===== src/rtl/jedro_1_mem_arbiter.sv =====
// Arbiter sharing one single-port synchronous RAM between the IFU (read-only) and LSU ports.
// Optional macro JEDRO_1_ARB_ROUND_ROBIN_EN selects round-robin conflict resolution (default: LSU priority).
module jedro_1_mem_arbiter #(
    parameter int unsigned ADDR_WIDTH  = 32,
    parameter int unsigned DATA_WIDTH  = 32,
    parameter int unsigned RAM_LATENCY = 1
) (
    input  logic                      clk_i,
    input  logic                      rstn_i,
    input  logic                      ifu_req_i,
    input  logic [ADDR_WIDTH-1:0]     ifu_addr_i,
    output logic                      ifu_gnt_o,
    output logic                      ifu_rvalid_o,
    output logic [DATA_WIDTH-1:0]     ifu_rdata_o,
    input  logic                      lsu_req_i,
    input  logic                      lsu_we_i,
    input  logic [DATA_WIDTH/8-1:0]   lsu_be_i,
    input  logic [ADDR_WIDTH-1:0]     lsu_addr_i,
    input  logic [DATA_WIDTH-1:0]     lsu_wdata_i,
    output logic                      lsu_gnt_o,
    output logic                      lsu_rvalid_o,
    output logic [DATA_WIDTH-1:0]     lsu_rdata_o,
    output logic                      ram_en_o,
    output logic                      ram_we_o,
    output logic [DATA_WIDTH/8-1:0]   ram_be_o,
    output logic [ADDR_WIDTH-1:0]     ram_addr_o,
    output logic [DATA_WIDTH-1:0]     ram_wdata_o,
    input  logic [DATA_WIDTH-1:0]     ram_rdata_i
);

    localparam int unsigned BE_WIDTH = DATA_WIDTH / 8;
    localparam int unsigned CNT_W    = 3;
    localparam logic [CNT_W-1:0] CNT_LOAD = CNT_W'(RAM_LATENCY);

    typedef enum logic [1:0] {
        ST_IDLE = 2'd0,
        ST_WAIT = 2'd1,
        ST_RESP = 2'd2
    } state_e;

    typedef enum logic {
        PORT_IFU = 1'b0,
        PORT_LSU = 1'b1
    } port_e;

    logic [CNT_W-1:0] cnt_q, cnt_d;
    port_e            owner_q, owner_d;
    logic             we_q, we_d;
    state_e           state_s;
    logic             can_accept_s;
    logic             lsu_pri_s;
    logic             ifu_gnt_s;
    logic             lsu_gnt_s;
    logic             resp_s;

`ifdef JEDRO_1_ARB_ROUND_ROBIN_EN
    // rr_q remembers the winner of the last conflict; the other port wins the next one.
    port_e            rr_q, rr_d;

    // Round-robin priority and its update on contested grants only.
    always_comb begin
        lsu_pri_s = (rr_q == PORT_IFU);
        rr_d      = rr_q;
        if (ifu_req_i && lsu_req_i && can_accept_s) begin
            rr_d = lsu_gnt_s ? PORT_LSU : PORT_IFU;
        end else begin
            rr_d = rr_q;
        end
    end

    // Round-robin history register.
    always_ff @(posedge clk_i or negedge rstn_i) begin
        if (!rstn_i) begin
            rr_q <= PORT_IFU;
        end else begin
            rr_q <= rr_d;
        end
    end
`else
    // Fixed priority: the LSU wins every conflict.
    always_comb begin
        lsu_pri_s = 1'b1;
    end
`endif

    // State is carried by the remaining-cycle counter.
    always_comb begin
        state_s = ST_IDLE;
        if (cnt_q == {CNT_W{1'b0}}) begin
            state_s = ST_IDLE;
        end else if (cnt_q == CNT_W'(1)) begin
            state_s = ST_RESP;
        end else begin
            state_s = ST_WAIT;
        end
    end

    // Same-cycle grant; a new access may overlap only the response cycle of the previous one.
    always_comb begin
        can_accept_s = (state_s != ST_WAIT);
        lsu_gnt_s    = can_accept_s && lsu_req_i && (!ifu_req_i || lsu_pri_s);
        ifu_gnt_s    = can_accept_s && ifu_req_i && !lsu_gnt_s;
        ifu_gnt_o    = ifu_gnt_s;
        lsu_gnt_o    = lsu_gnt_s;
    end

    // RAM request mux driven by the granted port.
    always_comb begin
        ram_en_o    = 1'b0;
        ram_we_o    = 1'b0;
        ram_be_o    = {BE_WIDTH{1'b0}};
        ram_addr_o  = {ADDR_WIDTH{1'b0}};
        ram_wdata_o = {DATA_WIDTH{1'b0}};
        if (lsu_gnt_s) begin
            ram_en_o    = 1'b1;
            ram_we_o    = lsu_we_i;
            ram_be_o    = lsu_we_i ? lsu_be_i : {BE_WIDTH{1'b1}};
            ram_addr_o  = lsu_addr_i;
            ram_wdata_o = lsu_we_i ? lsu_wdata_i : {DATA_WIDTH{1'b0}};
        end else if (ifu_gnt_s) begin
            ram_en_o    = 1'b1;
            ram_we_o    = 1'b0;
            ram_be_o    = {BE_WIDTH{1'b1}};
            ram_addr_o  = ifu_addr_i;
            ram_wdata_o = {DATA_WIDTH{1'b0}};
        end else begin
            ram_en_o    = 1'b0;
            ram_we_o    = 1'b0;
            ram_be_o    = {BE_WIDTH{1'b0}};
            ram_addr_o  = {ADDR_WIDTH{1'b0}};
            ram_wdata_o = {DATA_WIDTH{1'b0}};
        end
    end

    // Response routing to the owner; rdata is forced to zero outside its rvalid and for write acks.
    always_comb begin
        resp_s       = (state_s == ST_RESP);
        ifu_rvalid_o = resp_s && (owner_q == PORT_IFU);
        lsu_rvalid_o = resp_s && (owner_q == PORT_LSU);
        ifu_rdata_o  = ifu_rvalid_o ? ram_rdata_i : {DATA_WIDTH{1'b0}};
        lsu_rdata_o  = (lsu_rvalid_o && !we_q) ? ram_rdata_i : {DATA_WIDTH{1'b0}};
    end

    // Next-state: a grant reloads the counter, otherwise it counts down to idle.
    always_comb begin
        cnt_d   = cnt_q;
        owner_d = owner_q;
        we_d    = we_q;
        if (ifu_gnt_s || lsu_gnt_s) begin
            cnt_d   = CNT_LOAD;
            owner_d = lsu_gnt_s ? PORT_LSU : PORT_IFU;
            we_d    = lsu_gnt_s && lsu_we_i;
        end else if (cnt_q != {CNT_W{1'b0}}) begin
            cnt_d = cnt_q - CNT_W'(1);
        end else begin
            cnt_d = cnt_q;
        end
    end

    // Access-tracking registers; reset drops any outstanding access.
    always_ff @(posedge clk_i or negedge rstn_i) begin
        if (!rstn_i) begin
            cnt_q   <= {CNT_W{1'b0}};
            owner_q <= PORT_IFU;
            we_q    <= 1'b0;
        end else begin
            cnt_q   <= cnt_d;
            owner_q <= owner_d;
            we_q    <= we_d;
        end
    end

endmodule

===== config.mk =====
export PLATFORM = sky130hd
export DESIGN_NAME = jedro_1_mem_arbiter
export DESIGN_NICKNAME = d
export VERILOG_FILES = /design/src/rtl/jedro_1_mem_arbiter.sv
export SDC_FILE = /design/constraint.sdc
export NUM_CORES = 1
export LEC_CHECK = 0
export ABC_CLOCK_PERIOD_IN_PS = 3200
export BUFFER_PORTS_ARGS = -buffer_cell sky130_fd_sc_hd__clkbuf_2
export CORE_AREA = 8 8 101 103
export DETAILED_ROUTE_END_ITERATION = 10
export DIE_AREA = 0 0 109 111
export SYNTH_ARGS = -nofsm -noshare
export SYNTH_HDL_FRONTEND = slang
export SYNTH_SLANG_ARGS = --single-unit

===== constraint.sdc =====
create_clock -name clk_i -period 3.2 [get_ports clk_i]
set_input_delay 0.32 -clock clk_i [delete_from_list [all_inputs] [get_ports clk_i]]
set_output_delay 0.32 -clock clk_i [all_outputs]
set_load 0.02 [all_outputs]

Word-level counts from Yosys, hierarchy flattened
Cells that the tools add are included.

storage, ports and cells
  register bits = 5
  output and inout port bits = 138
  word-level logic and storage cells = 38

cells by class
  $add $sub $neg = 1
  equality and inequality tests = 3
  multiplexer cells = 17
  bitwise gates (word level) = 1
  reductions and logical operators = 13

operator list
  cell                 number
  $mux 32              6
  $mux 4               3
  $logic_and 1x1->1    7
  $mux 3               2
  $mux 1               4
  $mux 2               2
  $eq 3x1->1 const B   1
  $logic_not 3->1      1
  $reduce_bool 3->1    1
  $sub 3x1->3 const B  1
  $eq 2x2->1 const B   1
  $logic_not 1->1      2
  $ne 2x1->1 const B   1
  $reduce_bool 2->1    1
  $logic_or 1x1->1     1
  $not 1->1            1

Depth between registers and ports, before layout
Gate-level depths: netlist (run 1).

  word-level depth = 9
  gate-level depth with buffers = 7
  mapped depth without buffers = 6

Worst setup path before layout (run 1)
No wires, ideal clock.

  path kind = register to output
  from = register cnt_q[0]
  to = output port ifu_rdata_o[22]
  arrival time = 1.723 ns
  data required time = 2.880 ns
  path slack = 1.157 ns
  cell stages (with the launch flop) = 6
  buffers on the path = 1
  cell sequence = dfrtp_1 -> inv_1 -> ha_1 -> nor4b_2 -> clkbuf_1 -> and2_1

between the ends
  cells in the longest elaborated chain, start to end = 6

RTL lines
  item                    line  text
  from (decl)             46    logic [CNT_W-1:0] cnt_q, cnt_d;
  from (signal assigned)  163   cnt_q <= {CNT_W{1'b0}};
  from (signal assigned)  167   cnt_q <= cnt_d;
  $eq 3x1->1              91    end else if (cnt_q == CNT_W'(1)) begin
  $mux 2                  91
  $mux 2 (*)              89    if (cnt_q == {CNT_W{1'b0}}) begin
  $eq 2x2->1 (*)          137   resp_s = (state_s == ST_RESP);
  $logic_and 1x1->1 (*)   138   ifu_rvalid_o = resp_s && (owner_q == PORT_IFU);
  via ifu_rvalid_o        13    output logic ifu_rvalid_o,
  $mux 32 (*)             140   ifu_rdata_o = ifu_rvalid_o ? ram_rdata_i : {DATA_WIDTH{1'b0}};
  to (decl)               14    output logic [DATA_WIDTH-1:0] ifu_rdata_o,

Mark *: on every way through the listed nets, which the timed path passes. The rest lies on a longest branch.

Final worst setup path (run 1)
  from = register cnt_q[0]
  to = output port lsu_rdata_o[15]

between the ends
  cells in the longest elaborated chain, start to end = 7

RTL lines
  item                   line  text
  $eq 3x1->1             91
  $mux 2                 91
  $mux 2 (*)             89
  $eq 2x2->1 (*)         137
  $logic_and 1x1->1 (*)  139   lsu_rvalid_o = resp_s && (owner_q == PORT_LSU);
  $logic_and 1x1->1 (*)  141   lsu_rdata_o = (lsu_rvalid_o && !we_q) ? ram_rdata_i : {DATA_WIDTH{1'b0}};
  $mux 32 (*)            141
  to (decl)              22    output logic [DATA_WIDTH-1:0] lsu_rdata_o,

Every way passes the cells marked *; elsewhere a longest branch is shown, timed or not.

==> results.yml, run 1 <==
status:
  status: "finished clean"
timing:
  timing.final.crit_share_pct: 80.64
  setup_viol: 0
  period_needed_ps: 2580
  rsz0062_at_grt: "false"
  setup_tns_ps: 0
  hold_viol: 0
  max_freq_mhz: 387.5
  slew_violations: 0
  fin_skew_ps: 1.328
  slew_headroom_pct: 46.99
  tightest_slew_ps: 795.1
clock_tree:
  clk_path_buf_depth: 2
  cts_buffers: 3
  holdBufCountCts: 1
  tritoncts: "built"
  cts_max_level: 1
  clk_latency_ps: 220
  clk_transition_reported_paths_ps: 30
  cts_setup_buffers: 0
  cts_resized: 0
  cts.sink_count: 5
  cts_root_buffer: "clkbuf_8"
worst_hold_path:
  hold_path.class: "input pin to flip-flop"
  worstHoldPathCells: 3
final_layout:
  diodes: 0
  final_net_count: 586
  drive_gt1_share_pct: 63.60
  mostFrequentLayoutCell: "clkbuf_2"
  stdcell_area_sq_um: 2820
  area_growth_syn_to_layout_pct: 111.0
  n_fill_cell: 926
  most-common-layout-cells: "clkbuf_2 (274), and2_1 (97), a22o_1 (32), o21a_1 (5), dfrtp_1 (5)"
run:
  max_cap_violations: 0
routing:
  first_pass_iters: 4
  drtAntennaViolNets: 0
  wl_per_cell_microns: 14.39
  vias: 2270
  drc_errors: 0
  drt-total-wl_microns: 7956
  drt_iter0_markers: 78
  vias_per_cell: 4.105
floorplanning:
  io_pins: 275
  die_h_microns: 111
  core_area_sq_um: 8551
  dieArea_sq_um: 12100
  rows: 34
  die_x_microns: 109
  initial_utilization_pct: 15.63
synth:
  ys.flop_type: "dfrtp_1"
  yosysWarningCount: 0
  seq_area_frac_synth_pct: 9.363
  synthArstFlopShare_pct: 100.0
  synth_edf_count: 0
  syn_nets: 321
  syn_inst: 181
  synth-seq-cells: 5
  ys_types: 25
  syn-cell-area_sq_um: 1336
  postSynthAreaPerCell_sq_um: 7.383
placed_design:
  gp_congestion: 0.8049
  dpl.hpwl_microns: 7197
  numPortBuffers: 274
  dpl_cell_area_sq_um: 2765
setup_path:
  setup.worst_path.start_class: "flip-flop"
  crit_arrival_ps: 2260
  worstPathRequired_ps: 2880
  cp_max_fo: 32
  endpoint_kind: "primary output"
  path_class: "flip-flop to primary output"
  rr_worst_depth: 6
pwr:
  vdd_drop_max_mv: 0.3607
  power.density_nw_per_um2: 699.4
  total_leakage_power_nw: 1.804
grt:
  grt_pass1_wl_microns: 11740
  grt_pass1_vias: 2387
  grtUsageTotal_pct: 11.88
  antenna_found_initial: 0
  overflow: 0
  grt_max_degree: 35
state kept, by name (all words and copies together) (netlist names):
signal and count:
we_q 1, owner_q 1, cnt_q 3
cell usage after synthesis, types with 2 or more instances:
library cell	number	area share (%)
and2_1	97	45
a22o_1	32	21
clkbuf_1	6	1.7
dfrtp_1	5	9.4
o21a_1	5	2.8
buf_2	4	1.5
inv_1	4	1.1
buf_4	3	1.7
buf_6	3	2.5
ha_1	3	2.8
nor2_1	3	0.84
clkbuf_2	2	0.75
nand2b_1	2	0.94
worst paths after layout:
check,from,to,slack (ps)
worst max-delay path,cnt_q[0]$_DFFE_PN0P_,lsu_rdata_o[15],620
worst min-delay path,ifu_req_i,owner_q$_DFFE_PN0P_,380
worst max register to register,cnt_q[0]$_DFFE_PN0P_,owner_q$_DFFE_PN0P_,1530
worst min register to register,we_q$_DFFE_PN0P_,we_q$_DFFE_PN0P_,550
max in group asynchronous,rstn_i,cnt_q[0]$_DFFE_PN0P_,2570
min in group asynchronous,rstn_i,cnt_q[2]$_DFFE_PN0P_,490
power by group:
group	leakage, nW	switching, mW	internal [mW]
Clock	0.0228	0.0299	0.0854
Sequential	0.0607	0.0257	0.0931
Combinational	1.72	1.09	0.647
stage by stage:
step	util (%)	total power, mW	setup slack, ps	hold WS (ps)	cells
floorplan	-	1.308	1157	24.41	181
global placement	32.34	1.860	927.9	144.5	548
detailed placement	32.34	1.882	778.5	147.3	548
CTS	32.98	2.008	538.6	377.8	553
global route	32.98	2.127	383.6	416.4	553
finish	32.98	1.972	619.7	382.8	553
cell type report:
cell class                 count  area, sq um  share of cell area [%]
clock buffer                   4        45.04                   1.597
inverter                       4        15.01                  0.5324
multi-input combinational    154         1096                   38.86
sequential                     5        125.1                   4.437
tap                          108        135.1                   4.792
timing repair buffer         278         1404                   49.78
cell families (layout without fill, tap and decap cells):
kind of cell               Yosys count  in the layout  synth area share, %
muxes                                1              1               0.7491
DFF                                  5              5                9.363
and+or+nand+nor                    108            108                51.12
xor gates and xnor gates             1              1               0.6556
buffers and inverters               22            286                9.269
adders and majority gates            3              3                2.809
AOI/OAI and AO/OA                   41             41                26.03
worst max-delay path, stage by stage, from the launching register on:
cell and delay, ps:
dfrtp_1 380, inv_1 80, ha_1 260, nor2_1 180
and4_1 750, and2_1 230, clkbuf_2 170
routing by layer:
metal / up-vias / global-route usage [%] / routed length, microns
li1: 1137 / - / -
met1: 978 / 11.18 / 2681
met2: 153 / 22.62 / 4069
met3: 2 / 5.174 / 1175
met4: 0 / 2.466 / 30
met5: - / 0 / 0
(Power assumes the default switching activity.)
==> run 2: changes to the inputs <==
--- a/config.mk
+++ b/config.mk
@@ -5,7 +5,8 @@
 export SDC_FILE = /design/constraint.sdc
 export NUM_CORES = 1
 export LEC_CHECK = 0
-export ABC_CLOCK_PERIOD_IN_PS = 3200
+export ABC_AREA = 1
+export ABC_CLOCK_PERIOD_IN_PS = 2360
 export BUFFER_PORTS_ARGS = -buffer_cell sky130_fd_sc_hd__clkbuf_2
 export CORE_AREA = 8 8 101 103
 export DETAILED_ROUTE_END_ITERATION = 10
==> constraint.sdc (replaced) <==
create_clock -name clk_i -period 2.36 [get_ports clk_i]
set_input_delay 0.236 -clock clk_i [delete_from_list [all_inputs] [get_ports clk_i]]
set_output_delay 0.236 -clock clk_i [all_outputs]
set_load 0.02 [all_outputs]
==> run 2 against run 1 <==
- global-route usage increased by 3.0 points
- synthesized cell count increased by 87%
- sequential power increased by 29%
- first-iteration DRC count increased by 45%
- critical endpoint is now ram_we_o
- combinational power increased by 70%
==> results.yml, run 2 <==
status:
  status: "finished clean"
routing:
  drc_errors: 0
  drt-total-wl_microns: 9692
  vias_per_cell: 4.138
  drtAntennaViolNets: 0
  vias: 2917
  wl_per_cell_microns: 13.75
  first_pass_iters: 4
  drt_iter0_markers: 113
timing:
  fin_skew_ps: 1.842
  slew_violations: 0
  setup_tns_ps: 0
  tightest_slew_ps: 682.3
  timing.final.ws_setup_ps: 209.6
  max_freq_mhz: 465.0
  hold_ws_ps: 381.8
  timing.final.crit_share_pct: 91.12
  rsz0062_at_grt: "false"
  period_needed_ps: 2150
  slew_headroom_pct: 54.52
  hold_viol: 0
  setup_viol: 0
setup_path:
  cp_top_family: "buffers and inverters"
  cpMostUsedCell: "inv_1"
  path_class: "flip-flop to primary output"
  path_cells: "inv_1 > ha_1 > o21ai_0 > nor2_4 > buf_4 > nand2_1 > inv_1 > clkbuf_2"
  crit_arrival_ps: 1910
  endpoint_kind: "primary output"
  setup.worst_path.start_class: "flip-flop"
  critical-path-max-stage-delay_ps: 370
  cp_max_fo: 34
  cp_slowest_cell: "dfrtp_1"
  critical_path_buf_inv_count: 4
  worstPathRequired_ps: 2120
synth:
  synth-seq-cells: 5
  syn_inst: 338
  synth_edf_count: 0
  synth_top_cell_by_area: "nand2_1"
  synth.area.top_cells: "nand2_1 (25%), nor2_1 (24%), nand4_1 (13%)"
  synthArstFlopShare_pct: 100.0
  yosysWarningCount: 0
  synth_most_common_cell: "nand2_1"
  ys.flop_type: "dfrtp_1"
  seq_area_frac_synth_pct: 7.968
  syn_nets: 478
  ys_types: 18
  synth_commonest_cells: "nand2_1 (106), nor2_1 (100), inv_1 (46)"
  synth_top_cell_area_share_pct: 25.34
  postSynthAreaPerCell_sq_um: 4.646
  syn-cell-area_sq_um: 1570
pwr:
  total_leakage_power_nw: 2.191
  power.internal_mw: 1.111
  vdd_drop_max_mv: 0.5120
  p_sw_share_pct: 66.03
  comb_power_share_pct: 90.5
  pwr-share-seq_pct: 4.7
  power.total_mw: 3.271
  power.density_nw_per_um2: 1064
  p_clk_share_pct: 4.8
  p_sw_mw: 2.160
grt:
  overflow: 0
  met1_usage_pct: 15.59
  grt.met2_usage_pct: 27.15
  grtUsageTotal_pct: 14.86
  grt_max_degree: 38
  grt_busiest_layer: "met2"
  grt_use_met3_pct: 5.233
  grt_pass1_wl_microns: 14800
  grt_pass1_vias: 3019
  antenna_found_initial: 0
final_layout:
  drive_gt1_share_pct: 48.74
  stdcell_count: 705
  regMostFlops: "cnt_q"
  stdcell_area_sq_um: 3074
  mostFrequentLayoutCell: "clkbuf_2"
  largest_reg_flops: 3
  most-common-layout-cells: "clkbuf_2 (274), nand2_1 (106), nor2_1 (100), inv_1 (46), nand4_1 (32)"
  area_growth_syn_to_layout_pct: 95.78
  final_net_count: 738
  final_util_pct: 35.95
  top_regs: "cnt_q: 3 flops, owner_q: 1 flops, we_q: 1 flops"
  diodes: 0
floorplanning:
  die_h_microns: 111
  io_pins: 275
  initial_utilization_pct: 18.36
  core_area_sq_um: 8551
  die_x_microns: 109
  rows: 34
  dieArea_sq_um: 12100
placed_design:
  gp_congestion: 0.7787
  numPortBuffers: 274
  post-place-cells: 700
  dpl.hpwl_microns: 8503
  place_ws_ps: 62.43
  dpl_cell_area_sq_um: 2984
clock_tree:
  clk_transition_reported_paths_ps: 40
  cts_max_level: 1
  cts_buffers: 3
  clk_latency_ps: 220
  tritoncts: "built"
  cts_root_buffer: "clkbuf_8"
  cts.sink_count: 5
  clk_path_buf_depth: 2
run:
  max_cap_violations: 0
worst_hold_path:
  hold_path.class: "input pin to async pin"
[run 2: cell count changes after synthesis, moves of 3 or more]
cell      delta
nor2_1      +97
o21ai_0      +7
nand2_2      +3
a22o_1      -32
nand2_1    +105
clkbuf_1     +3
buf_2       +10
buf_4        -3
inv_1       +42
and2_1      -97
o21a_1       -5
nand4_1     +32
[run 2: layer usage]
layer  wire length (microns)  share of wire (%)  vias up
met2                    4924                 51      148
li1                        -                  -     1543
met1                    3550                 37     1214
met4                     129                1.3        0
met3                    1087                 11       12
met5                       0                  0        -
[run 2: cells by family after synthesis]
group	Yosys count	synth area share, %
DFF	5	7.968
buffers and inverters	74	20.24
adders and majority gates	3	2.391
xor gates and xnor gates	1	0.5579
AOI/OAI and AO/OA	8	2.550
and+or+nand+nor	247	66.29
[run 2: final cells by class]
| cell class | instances | area [sq um] |
|---|---|---|
| fillers | 979 | 5477 |
| repair buffers | 281 | 1426 |
| multi-input cells | 259 | 1162 |
| inverters | 48 | 180.2 |
| well taps | 108 | 135.1 |
| flip-flops and latches | 5 | 125.1 |
| clock buffers | 4 | 45.04 |
[run 2: worst paths after layout]
| check | start | to | slack (ps) | cells after the start |
|---|---|---|---|---|
| min in group clk_i | we_q$_DFFE_PN0P_ | we_q$_DFFE_PN0P_ | 470 | 2 |
| setup reg to reg | cnt_q[0]$_DFFE_PN0P_ | owner_q$_DFFE_PN0P_ | 760 | 8 |
| setup / recovery | cnt_q[0]$_DFFE_PN0P_ | ram_we_o | 210 | 8 |
| max in group asynchronous | rstn_i | cnt_q[0]$_DFFE_PN0P_ | 1840 | 2 |
| hold reg to reg | we_q$_DFFE_PN0P_ | we_q$_DFFE_PN0P_ | 470 | 2 |
| hold / removal | rstn_i | owner_q$_DFFE_PN0P_ | 380 | 2 |
[run 2: repair_timing]
item / CTS / global route
setup endpoints to repair: 36 / 67
hold buffers: 1 / 0
resized for setup: 1 / 4
buffers inserted: 0 / 0
endpoints found under the hold margin: 5 / 0
pin swaps: 0 / 0
[run 2: worst register-to-register path, stage by stage, from the launching register on]
cell and delay, ps:
dfrtp_1 370, inv_1 110, ha_1 230, nand2_2 120
nand2_4 200, o21ai_0 150, buf_4 200, nand2_1 50
nand2_1 50
[run 2: power by group through the flow]
stage / sequential, mW / clock (mW) / combinational [mW]
3_3_place_gp: 0.149 / 0 / 2.92
4_1_cts: 0.150 / 0.161 / 2.96
2_1_floorplan: 0.145 / 0 / 1.97
5_1_grt: 0.159 / 0.171 / 3.23
6_report: 0.153 / 0.158 / 2.96
3_5_place_dp: 0.151 / 0 / 2.95
==> run 3: changes to the inputs <==
--- a/config.mk
+++ b/config.mk
@@ -8,7 +8,7 @@
 export ABC_AREA = 1
 export ABC_CLOCK_PERIOD_IN_PS = 2360
 export BUFFER_PORTS_ARGS = -buffer_cell sky130_fd_sc_hd__clkbuf_2
-export CORE_AREA = 8 8 101 103
+export CORE_AREA = 2 2 107 109
 export DETAILED_ROUTE_END_ITERATION = 10
 export DIE_AREA = 0 0 109 111
 export SYNTH_ARGS = -nofsm -noshare
==> run 3 against run 2 <==
- register-to-register slack got worse by 160 ps
- sequential share of layout area fell by 0.16 points
- wire length fell by 17%
- highest routed layer unchanged
- largest cell class unchanged
==> results.yml, run 3 (synthesized netlist as in run 2, its figures left out) <==
status:
  status: "finished clean"
timing:
  setup_viol: 0
  fin_skew_ps: 1.230
  tightest_slew_ps: 487.7
  slew_headroom_pct: 67.48
  hold_ws_ps: 384.4
  slew_violations: 0
  rsz0062_at_grt: "false"
  setup_tns_ps: 0
  max_freq_mhz: 468.0
  period_needed_ps: 2137
  timing.final.crit_share_pct: 90.55
  timing.final.ws_setup_ps: 223.1
  hold_viol: 0
floorplanning:
  die_x_microns: 109
  dieArea_sq_um: 12100
  rows: 39
  die_h_microns: 111
  io_pins: 275
  initial_utilization_pct: 14.18
  core_area_sq_um: 11080
pwr:
  vdd_drop_max_mv: 0.3478
  total_leakage_power_nw: 2.237
  power.density_nw_per_um2: 1077
final_layout:
  regMostFlops: "cnt_q"
  final_net_count: 743
  most-common-layout-cells: "clkbuf_2 (274), nand2_1 (106), nor2_1 (100), inv_1 (46), nand4_1 (32)"
  diodes: 0
  mostFrequentLayoutCell: "clkbuf_2"
  area_growth_syn_to_layout_pct: 104.0
  largest_reg_flops: 3
  top_regs: "cnt_q: 3 flops, owner_q: 1 flops, we_q: 1 flops"
  drive_gt1_share_pct: 49.34
routing:
  drtAntennaViolNets: 0
  vias: 2953
  first_pass_iters: 6
  wl_per_cell_microns: 10.82
  drt-total-wl_microns: 8064
  drc_errors: 0
  vias_per_cell: 3.964
  drt_iter0_markers: 100
setup_path:
  path_class: "flip-flop to primary output"
  endpoint_kind: "primary output"
  setup.worst_path.start_class: "flip-flop"
  cp_max_fo: 27
  worstPathRequired_ps: 2120
  crit_arrival_ps: 1900
clock_tree:
  clk_transition_reported_paths_ps: 30
  cts_max_level: 1
  cts_buffers: 3
  clk_path_buf_depth: 2
  clk_latency_ps: 230
  tritoncts: "built"
  cts.sink_count: 5
  cts_root_buffer: "clkbuf_16"
placed_design:
  numPortBuffers: 274
  gp_congestion: 0.7894
  place_ws_ps: 169.2
  dpl.hpwl_microns: 6641
grt:
  grt_pass1_vias: 2472
  grt_pass1_wl_microns: 11590
  grtUsageTotal_pct: 12.18
  antenna_found_initial: 0
  overflow: 0
  grt_max_degree: 35
worst_hold_path:
  hold_path.class: "input pin to async pin"
run:
  max_cap_violations: 0
## run 3: cell types whose count changed in the layout (fill, tap and decap cells not counted), moves of 2 or more
cell | before | now
clkbuf_8 | 3 | 0
clkbuf_16 | 0 | 3
buf_12 | 0 | 2
buf_6 | 0 | 2
nand2_2 | 1 | 3
## run 3: critical path, stage by stage, from the launching register on
cell,delay (ps)
dfrtp_1,370
inv_1,110
ha_1,230
nand2_2,100
nand2_2,100
nand2_2,170
buf_12,220
nor2_1,160
clkbuf_2,200
## run 3: final timing paths
check                                           from                    to  slack (ps)  cells past startpoint
worst min-delay path                          rstn_i  cnt_q[2]$_DFFE_PN0P_         380                      2
worst max-delay path            cnt_q[0]$_DFFE_PN0P_        ram_wdata_o[6]         220                      8
min in group clk_i                         lsu_req_i   owner_q$_DFFE_PN0P_         440                      3
worst min register to register      we_q$_DFFE_PN0P_      we_q$_DFFE_PN0P_         500                      2
worst max register to register  cnt_q[0]$_DFFE_PN0P_      we_q$_DFFE_PN0P_         600                      9
max in group asynchronous                     rstn_i  cnt_q[1]$_DFFE_PN0P_        1830                      2
## run 3: repair_timing
item                       CTS  global route
buffers inserted             0             2
pin swaps                    0             1
cloned                       1             0
setup endpoints to repair   23            12
hold buffers                 1             0
resized for setup            2             4
hold endpoints to repair     5             0
## run 3: power breakdown
group	internal, mW	switching (mW)	leakage, nW	total, mW
sequential	0.127	0.0239	0.0618	0.151
clock	0.224	0.0549	0.0382	0.279
combinational	0.932	2.09	2.14	3.02
total	1.28	2.17	2.24	3.45
## run 3: cell type report
| cell class | instances | area (sq um) |
|---|---|---|
| Fill cell | 1255 | 7874 |
| Timing Repair Buffer | 285 | 1489 |
| Multi-Input combinational cell | 260 | 1151 |
| Inverter | 48 | 180.2 |
| Tap cell | 143 | 178.9 |
| Sequential cell | 5 | 125.1 |
| Clock buffer | 4 | 78.83 |
## run 3: layer usage
layer / up-vias / share of wire [%] / track usage (%)
met1: 1242 / 39 / 13.78
met3: 5 / 8.4 / 1.470
met4: 0 / 1.4 / 4.103
met5: - / 0 / 0
li1: 1551 / - / -
met2: 155 / 51 / 22.90
## run 3: stage by stage
| stage | power (mW) | cell area [sq um] | utilization (%) | std cells |
|---|---|---|---|---|
| finish | 3.451 | 3203 | 28.92 | 745 |
| detailed placement | 3.093 | 3055 | 27.58 | 737 |
| global route | 3.763 | 3203 | 28.92 | 745 |
| floorplan | 2.115 | 1570 | - | 338 |
| CTS | 3.420 | 3156 | 28.49 | 743 |
| global placement | 3.094 | 3055 | 27.58 | 737 |
